<file path="config.mk">
export PLATFORM = sky130hd
export DESIGN_NAME = ram_arbiter_flat
export DESIGN_NICKNAME = d
export VERILOG_FILES = /design/src/rtl/ram_arbiter_if.sv /design/src/rtl/ram_arbiter.sv /design/src/flat_wrapper.sv
export SDC_FILE = /design/constraint.sdc
export NUM_CORES = 1
export LEC_CHECK = 0
export ABC_AREA = 1
export CORE_AREA = 2 2 118 120
export CTS_CLUSTER_SIZE = 30
export DETAILED_ROUTE_END_ITERATION = 7
export DIE_AREA = 0 0 120 122
export HOLD_SLACK_MARGIN = 0.15
export PLACE_DENSITY_LB_ADDON = 0.2
export SLEW_MARGIN = 15
export SYNTH_ARGS = -nofsm -noshare
export SYNTH_HDL_FRONTEND = slang
export SYNTH_SLANG_ARGS = --single-unit
</file>
<file path="constraint.sdc">
create_clock -name clk -period 1.9 [get_ports clk]
set_clock_uncertainty 0.2 [all_clocks]
set_input_delay 0.38 -clock clk [delete_from_list [all_inputs] [get_ports clk]]
set_output_delay 0.38 -clock clk [all_outputs]
set_load 0.05 [all_outputs]
</file>
<file path="src/rtl/ram_arbiter_if.sv">
// One requester port of the byte-lane RAM arbiter: request/write bus from the
// requester, grant, error and aligned load data back from the arbiter.
interface ram_arbiter_if;
  logic        req;
  logic        we;
  logic [31:0] addr;
  logic [31:0] wdata;
  logic [1:0]  size;
  logic        uns;
  logic        gnt;
  logic        rvalid;
  logic [31:0] rdata;
  logic        err;

  modport master (
    output req, we, addr, wdata, size, uns,
    input  gnt, rvalid, rdata, err
  );

  modport slave (
    input  req, we, addr, wdata, size, uns,
    output gnt, rvalid, rdata, err
  );
endinterface

</file>
<file path="src/rtl/ram_arbiter.sv">
// Two-requester round-robin arbiter in front of a byte-lane RAM with one-cycle
// read latency; handles sub-word alignment, lane steering and load extension.
module ram_arbiter #(
  parameter int MEM_AW = 12
) (
  input  logic              clk,
  input  logic              rst,
  ram_arbiter_if.slave      m0,
  ram_arbiter_if.slave      m1,
  output logic [3:0]        ram_wen,
  output logic [MEM_AW-1:0] ram_w_addr,
  output logic [31:0]       ram_w_data,
  output logic              ram_ren,
  output logic [MEM_AW-1:0] ram_r_addr,
  input  logic [31:0]       ram_r_data
);

  typedef enum logic {IDLE, RD_WAIT} state_t;

  state_t      state_reg;
  logic        last_reg;
  logic        owner_reg;
  logic [1:0]  off_reg;
  logic [1:0]  size_reg;
  logic        uns_reg;

  logic        idle;
  logic        gnt0;
  logic        gnt1;
  logic        granted;
  logic        sel_we;
  logic [31:0] sel_addr;
  logic [31:0] sel_wdata;
  logic [1:0]  sel_size;
  logic        sel_uns;
  logic        illegal;
  logic        do_write;
  logic        do_read;
  logic [3:0]  wen_mask;
  logic [31:0] lane_data;
  logic        rvalid;
  logic [7:0]  rd_byte;
  logic [15:0] rd_half;
  logic [31:0] rd_data;
  logic        unused_addr_bits;

  // last_reg holds the most recent winner, so a tie goes to the other one.
  assign idle    = (state_reg == IDLE) && !rst;
  assign gnt0    = idle && m0.req && (!m1.req || last_reg);
  assign gnt1    = idle && m1.req && (!m0.req || !last_reg);
  assign granted = gnt0 || gnt1;

  assign sel_we    = gnt1 ? m1.we    : m0.we;
  assign sel_addr  = gnt1 ? m1.addr  : m0.addr;
  assign sel_wdata = gnt1 ? m1.wdata : m0.wdata;
  assign sel_size  = gnt1 ? m1.size  : m0.size;
  assign sel_uns   = gnt1 ? m1.uns   : m0.uns;

  assign unused_addr_bits = ^sel_addr[31:MEM_AW+2];

  always_comb begin
    illegal = 1'b0;
    case (sel_size)
      2'b00:   illegal = 1'b0;
      2'b01:   illegal = sel_addr[0];
      2'b10:   illegal = (sel_addr[1:0] != 2'b00);
      default: illegal = 1'b1;
    endcase
  end

  assign do_write = granted && sel_we && !illegal;
  assign do_read  = granted && !sel_we && !illegal;

  assign m0.gnt = gnt0;
  assign m1.gnt = gnt1;
  assign m0.err = gnt0 && illegal;
  assign m1.err = gnt1 && illegal;

  always_comb begin
    wen_mask = 4'b0000;
    case (sel_size)
      2'b00:   wen_mask = 4'b0001 << sel_addr[1:0];
      2'b01:   wen_mask = sel_addr[1] ? 4'b1100 : 4'b0011;
      default: wen_mask = 4'b1111;
    endcase
  end

  // Replicate narrow stores across all lanes; ram_wen picks the live ones.
  genvar gi;
  generate
    for (gi = 0; gi < 4; gi++) begin : g_lane
      always_comb begin
        lane_data[8*gi +: 8] = sel_wdata[8*gi +: 8];
        if (sel_size == 2'b00)
          lane_data[8*gi +: 8] = sel_wdata[7:0];
        else if (sel_size == 2'b01)
          lane_data[8*gi +: 8] = sel_wdata[8*(gi%2) +: 8];
      end
      assign ram_w_data[8*gi +: 8] = do_write ? lane_data[8*gi +: 8] : 8'h00;
    end
  endgenerate

  assign ram_wen    = do_write ? wen_mask : 4'b0000;
  assign ram_w_addr = do_write ? sel_addr[MEM_AW+1:2] : '0;
  assign ram_ren    = do_read;
  assign ram_r_addr = do_read ? sel_addr[MEM_AW+1:2] : '0;

  always_ff @(posedge clk) begin
    if (rst) begin
      state_reg <= IDLE;
      last_reg  <= 1'b1;
      owner_reg <= 1'b0;
      off_reg   <= 2'b00;
      size_reg  <= 2'b00;
      uns_reg   <= 1'b0;
    end else begin
      case (state_reg)
        IDLE: begin
          if (granted)
            last_reg <= gnt1;
          if (do_read) begin
            owner_reg <= gnt1;
            off_reg   <= sel_addr[1:0];
            size_reg  <= sel_size;
            uns_reg   <= sel_uns;
            state_reg <= RD_WAIT;
          end
        end
        RD_WAIT: state_reg <= IDLE;
      endcase
    end
  end

  // RAM data lands during RD_WAIT; steer and extend it using the captured offset.
  always_comb begin
    rd_byte = ram_r_data[7:0];
    case (off_reg)
      2'b00:   rd_byte = ram_r_data[7:0];
      2'b01:   rd_byte = ram_r_data[15:8];
      2'b10:   rd_byte = ram_r_data[23:16];
      default: rd_byte = ram_r_data[31:24];
    endcase
  end

  assign rd_half = off_reg[1] ? ram_r_data[31:16] : ram_r_data[15:0];

  always_comb begin
    rd_data = ram_r_data;
    case (size_reg)
      2'b00:   rd_data = {{24{!uns_reg && rd_byte[7]}}, rd_byte};
      2'b01:   rd_data = {{16{!uns_reg && rd_half[15]}}, rd_half};
      default: rd_data = ram_r_data;
    endcase
  end

  assign rvalid    = (state_reg == RD_WAIT) && !rst;
  assign m0.rvalid = rvalid && !owner_reg;
  assign m1.rvalid = rvalid && owner_reg;
  assign m0.rdata  = m0.rvalid ? rd_data : 32'h0;
  assign m1.rdata  = m1.rvalid ? rd_data : 32'h0;

endmodule

</file>
<file path="src/flat_wrapper.sv">
// flat-port wrapper written by rule: the top's interface ports become plain ports
module ram_arbiter_flat 
#(
  parameter int MEM_AW = 12
)
  (clk, rst, ram_wen, ram_w_addr, ram_w_data, ram_ren, ram_r_addr, ram_r_data, m0_req, m0_we, m0_addr, m0_wdata, m0_size, m0_uns, m0_gnt, m0_rvalid, m0_rdata, m0_err, m1_req, m1_we, m1_addr, m1_wdata, m1_size, m1_uns, m1_gnt, m1_rvalid, m1_rdata, m1_err);
  ram_arbiter_if m0_i ();
  ram_arbiter_if m1_i ();
  input  logic clk;
  input  logic rst;
  output logic [3:0] ram_wen;
  output logic [MEM_AW-1:0] ram_w_addr;
  output logic [31:0] ram_w_data;
  output logic ram_ren;
  output logic [MEM_AW-1:0] ram_r_addr;
  input  logic [31:0] ram_r_data;
  input wire logic [$bits(m0_i.req)-1:0] m0_req;
  input wire logic [$bits(m0_i.we)-1:0] m0_we;
  input wire logic [$bits(m0_i.addr)-1:0] m0_addr;
  input wire logic [$bits(m0_i.wdata)-1:0] m0_wdata;
  input wire logic [$bits(m0_i.size)-1:0] m0_size;
  input wire logic [$bits(m0_i.uns)-1:0] m0_uns;
  output wire logic [$bits(m0_i.gnt)-1:0] m0_gnt;
  output wire logic [$bits(m0_i.rvalid)-1:0] m0_rvalid;
  output wire logic [$bits(m0_i.rdata)-1:0] m0_rdata;
  output wire logic [$bits(m0_i.err)-1:0] m0_err;
  input wire logic [$bits(m1_i.req)-1:0] m1_req;
  input wire logic [$bits(m1_i.we)-1:0] m1_we;
  input wire logic [$bits(m1_i.addr)-1:0] m1_addr;
  input wire logic [$bits(m1_i.wdata)-1:0] m1_wdata;
  input wire logic [$bits(m1_i.size)-1:0] m1_size;
  input wire logic [$bits(m1_i.uns)-1:0] m1_uns;
  output wire logic [$bits(m1_i.gnt)-1:0] m1_gnt;
  output wire logic [$bits(m1_i.rvalid)-1:0] m1_rvalid;
  output wire logic [$bits(m1_i.rdata)-1:0] m1_rdata;
  output wire logic [$bits(m1_i.err)-1:0] m1_err;
  assign m0_i.req = m0_req;
  assign m0_i.we = m0_we;
  assign m0_i.addr = m0_addr;
  assign m0_i.wdata = m0_wdata;
  assign m0_i.size = m0_size;
  assign m0_i.uns = m0_uns;
  assign m0_gnt = m0_i.gnt;
  assign m0_rvalid = m0_i.rvalid;
  assign m0_rdata = m0_i.rdata;
  assign m0_err = m0_i.err;
  assign m1_i.req = m1_req;
  assign m1_i.we = m1_we;
  assign m1_i.addr = m1_addr;
  assign m1_i.wdata = m1_wdata;
  assign m1_i.size = m1_size;
  assign m1_i.uns = m1_uns;
  assign m1_gnt = m1_i.gnt;
  assign m1_rvalid = m1_i.rvalid;
  assign m1_rdata = m1_i.rdata;
  assign m1_err = m1_i.err;
  ram_arbiter #(.MEM_AW(MEM_AW)) u_core (.clk(clk), .rst(rst), .m0(m0_i), .m1(m1_i), .ram_wen(ram_wen), .ram_w_addr(ram_w_addr), .ram_w_data(ram_w_data), .ram_ren(ram_ren), .ram_r_addr(ram_r_addr), .ram_r_data(ram_r_data));
endmodule
</file>
==> results_tabular.tex <==
\begin{tabular}{lr}
\hline
Metric & Value \\
\hline
\multicolumn{2}{l}{\textbf{Critical path}} \\
Critical Path AT & 2.17 ns \\
Maximum net fanout on the critical path & 7 \\
Total buffers and inverters traversed by the critical path & 6 \\
Kind of cell with the highest combined delay on the critical path & simple AND/OR/NAND/NOR gates \\
Endpoint of the most critical register-to-register path & u\_core.uns\_reg \\
Critical path, cell by cell & nor2\_4 > buf\_6 > nand4\_1 > nand2\_4 > nand2\_4 > nand2\_4 > nand2\_2 > inv\_2 > nand3\_4 > buf\_12 > buf\_12 > buf\_16 > nor2\_4 > buf\_12 \\
Worst reg-to-reg path cell count & 17 \\
Worst r2r src & u\_core.state\_reg \\
Flop2flop setup slack & -0.56 ns \\
Element type at the critical path start & flip-flop \\
Critical path data required time & 1.32 ns \\
Type of destination of the critical path & output port \\
Slowest cell on crit path & dfxtp\_2 \\
Worst Setup Path Type & flip-flop to output port \\
Peak per-stage delay on the critical path & $\sim$0.32 ns \\
\multicolumn{2}{l}{\textbf{Placed design}} \\
IO Port Bufs & roughly 270 \\
Setup Slack @ Placement & -0.9710 ns \\
Placed cell count & $\sim$1000 \\
Detail Placement HPWL & roughly 14000 um \\
Final weighted congestion in routability-driven placement & 0.8516 \\
\multicolumn{2}{l}{\textbf{Detailed routing}} \\
Number of vias per cell & around 4.8 \\
Count of TritonRoute iterations in the first routing pass & 5 \\
Via Count & a little over 5000 \\
Routed length on met3 & 1474 um \\
Met1 wire length & around 6500 um \\
Top sig layer & met4 \\
DRC marker count from the first detailed-route iteration & $\sim$220 \\
Average wire per cell in the routed design & around 17 um \\
Routed length on met2 & 10450 um \\
Number of nets with antenna violations after routing & 0 \\
Wirelength, routed & $\sim$19000 um \\
Post-route DRC & 0 \\
\multicolumn{2}{l}{\textbf{Worst hold path}} \\
Class of the tightest hold or removal check & flip-flop to flip-flop \\
Hold Path End & u\_core.size\_reg[0] \\
Launch point of the worst hold path & u\_core.size\_reg[0] \\
Instance count along the most critical hold path & 4 \\
\multicolumn{2}{l}{\textbf{STA}} \\
Worst-case setup margin in the final layout & -0.8482 ns \\
Setup Viol. Count Final & roughly 140 \\
RSZ-0062 raised after global routing & yes \\
Fin Hold WS & between 0.3 and 0.4 ns \\
Least-Margin Pin Slew & slightly below 0.5 ns \\
Number of hold violations in the final report & 0 \\
Final worst-path cycle share & 1.446 \\
Worst slew slack as a fraction of its limit & 0.6673 \\
Pins Over Slew Limit & 0 \\
Final worst path period need & around 2.7 ns \\
FMAX & about 360 MHz \\
\multicolumn{2}{l}{\textbf{Clock tree}} \\
Clock sink total & 8 \\
Number of clock buffers inserted by TritonCTS & 3 \\
Buffer cell driving the clock tree root & clkbuf\_16 \\
Maximum root-to-sink buffer count & 2 \\
Clock input transition at the sequential cells of the worst setup and hold paths & roughly 0.040 ns \\
H-tree depth & 1 \\
Hold-fix buffer count after cts & 0 \\
Later-pin clock latency in the skew report & approximately 0.23 ns \\
Clock tree from TritonCTS & yes \\
\multicolumn{2}{l}{\textbf{Synth}} \\
Number of nets in the synthesized netlist & $\sim$690 \\
Area fraction in compound gates after synthesis & 0.2133 \\
Synth Area in Simple Gates & 0.5198 \\
Post-synthesis sequential element count & 8 \\
Mean cell area of the mapped netlist & a little over 5 um\^{}2 \\
Proportion of synthesized area in mux cells & 0.08213 \\
Async set-reset flop share out of synthesis & 0 \\
Area of the mapped netlist & $\sim$2700 um\^{}2 \\
Main synth FF type & dfxtp\_1 \\
Post-synthesis cell count & approximately 520 \\
Largest cells by area after synthesis & nand2\_1 18\%, nor2\_1 15\%, mux2i\_1 8.2\%, o21ai\_0 6.9\%, inv\_1 6.9\% \\
Synth top area share & 0.1806 \\
Number of enable-type register cells in the synthesized netlist & 0 \\
Number of synthesis warnings & 0 \\
Post-synthesis share of cell area spent on full adders, half adders and majority gates & 0 \\
Post-Synth XOR/XNOR Area & 0 \\
Share of the yosys chip area belonging to registers & 0.05973 \\
Dominant combinational cell family by area after synthesis & simple AND/OR/NAND/NOR gates \\
Netlist cell types & 28 \\
Most area-hungry cell type in the Yosys netlist & nand2\_1 \\
\multicolumn{2}{l}{\textbf{Global route}} \\
Vias in the first global route & roughly 5600 \\
Global-route total usage across every layer & 0.2513 \\
Wire length of the first global-routing pass & approximately 29000 um \\
Antenna violations before repair & 0 \\
Gr ovfl total & 0 \\
Pin count of the biggest net entering global routing & 27 \\
\multicolumn{2}{l}{\textbf{Finish}} \\
Synth-to-Final Area Change & 260.6\% \\
Number of filler instances in the final layout & about 970 \\
Number of cells in the finished layout apart from fillers & between 1000 and 1500 \\
Layout cell share with drive strength beyond 1 & 0.6123 \\
Final design utilization & 0.7160 \\
Number of antenna diodes & 0 \\
Count of nets after finishing & $\sim$1100 \\
Leading cell type in the layout, fill and taps excluded & buf\_12 \\
Top library cells by usage in the layout, fill and taps aside & 126 x buf\_12, 121 x clkdlybuf4s50\_1, 108 x nor2\_4 \\
\multicolumn{2}{l}{\textbf{Outcome}} \\
Failing checks & negative setup slack \\
Status & complete, but fails checks \\
\multicolumn{2}{l}{\textbf{Die}} \\
I/O pin count & a little over 300 \\
Core Footprint & around 14000 um\^{}2 \\
Die height & around 120 um \\
Row Count & 43 \\
X dimension of the die & $\sim$120 um \\
Total die area & around 15000 um\^{}2 \\
Starting utilization of the core area & 0.1986 \\
\multicolumn{2}{l}{\textbf{Power}} \\
Static Leakage & 3.826 nW \\
Peak VDD IR & between 0.2 and 0.3 mV \\
Power density over cell area & 325.0 nW/um\^{}2 \\
Tot Pwr & $\sim$3.1 mW \\
\multicolumn{2}{l}{\textbf{Run}} \\
Max Cap Viol & 0 \\
\hline
\end{tabular}
-- cells in the mapped netlist (all sizes together), types with 4 or more instances --
cell / number
nand2: 136
nor2: 129
inv: 53
o21ai: 40
a21oi: 27
nand3: 26
o211ai: 23
mux2i: 22
buf: 15
or2: 14
clkbuf: 12
dfxtp: 8
nand4: 5
o21a: 4
-- per-stage QoR --
stage | instance area, um^2 | setup TNS, ns
detailed placement | 8213 | -108.14
global placement | 8213 | -105.36
CTS | 9564 | -78.09
global route | 9669 | -97.97
finish | 9669 | -87.01
floorplan | 3737 | -44.96
-- worst min-delay path: stages (launching register included) --
cell and delay [ns]:
dfxtp_2 0.33, inv_1 0.05, nand2_1 0.04, nand2_1 0.05
nor2_1 0.03
-- routing by layer --
layer  up-vias  track usage
met5         -            0
met4         0      0.09926
met3        43      0.06039
met2       217       0.4925
met1      2447       0.2533
li1       2473            -
-- kinds of logic (layout without fill, tap and decap cells) --
| family | Yosys count | after routing |
|---|---|---|
| buf+inv | 80 | 465 |
| mux | 22 | 22 |
| compound gates | 98 | 98 |
| simple gates | 313 | 315 |
| flops | 8 | 8 |
-- layout make-up --
cell class / instances / area, um^2 / share of cell area
clock buffers: 3 / 75.07 / 0.007764
repair buffers: 409 / 5363 / 0.5546
well taps: 180 / 225.2 / 0.02329
flip-flops and latches: 8 / 171.4 / 0.01773
inverters: 53 / 275.3 / 0.02847
multi-input cells: 435 / 3560 / 0.3681
-- repair_timing --
action | CTS | global route
pin swaps | 105 | 49
gates cloned | 9 | 1
endpoints found under the setup margin | 138 | 137
resized for setup | 209 | 46
buffers inserted | 51 | 10
endpoints found under the hold margin | 0 | 0
-- where the power goes --
part / switching (mW) / internal (mW)
sequential: 0.0148 / 0.181
combinational: 1.34 / 1.25
clock: 0.0813 / 0.271
-- how the worst max path moves through the flow --
stage	start	end	slack, ns	cells after the start
floorplan	u_core.owner_reg	m1_rdata[7]	-0.46	5
global placement	rst	ram_w_data[28]	-0.95	11
detailed placement	rst	ram_w_data[28]	-0.97	11
CTS	u_core.state_reg	ram_wen[1]	-0.83	14
global route	u_core.state_reg	ram_w_data[13]	-0.95	14
finish	u_core.state_reg	ram_w_data[6]	-0.85	14
No activity file was read; power rests on OpenSTA's default activity.
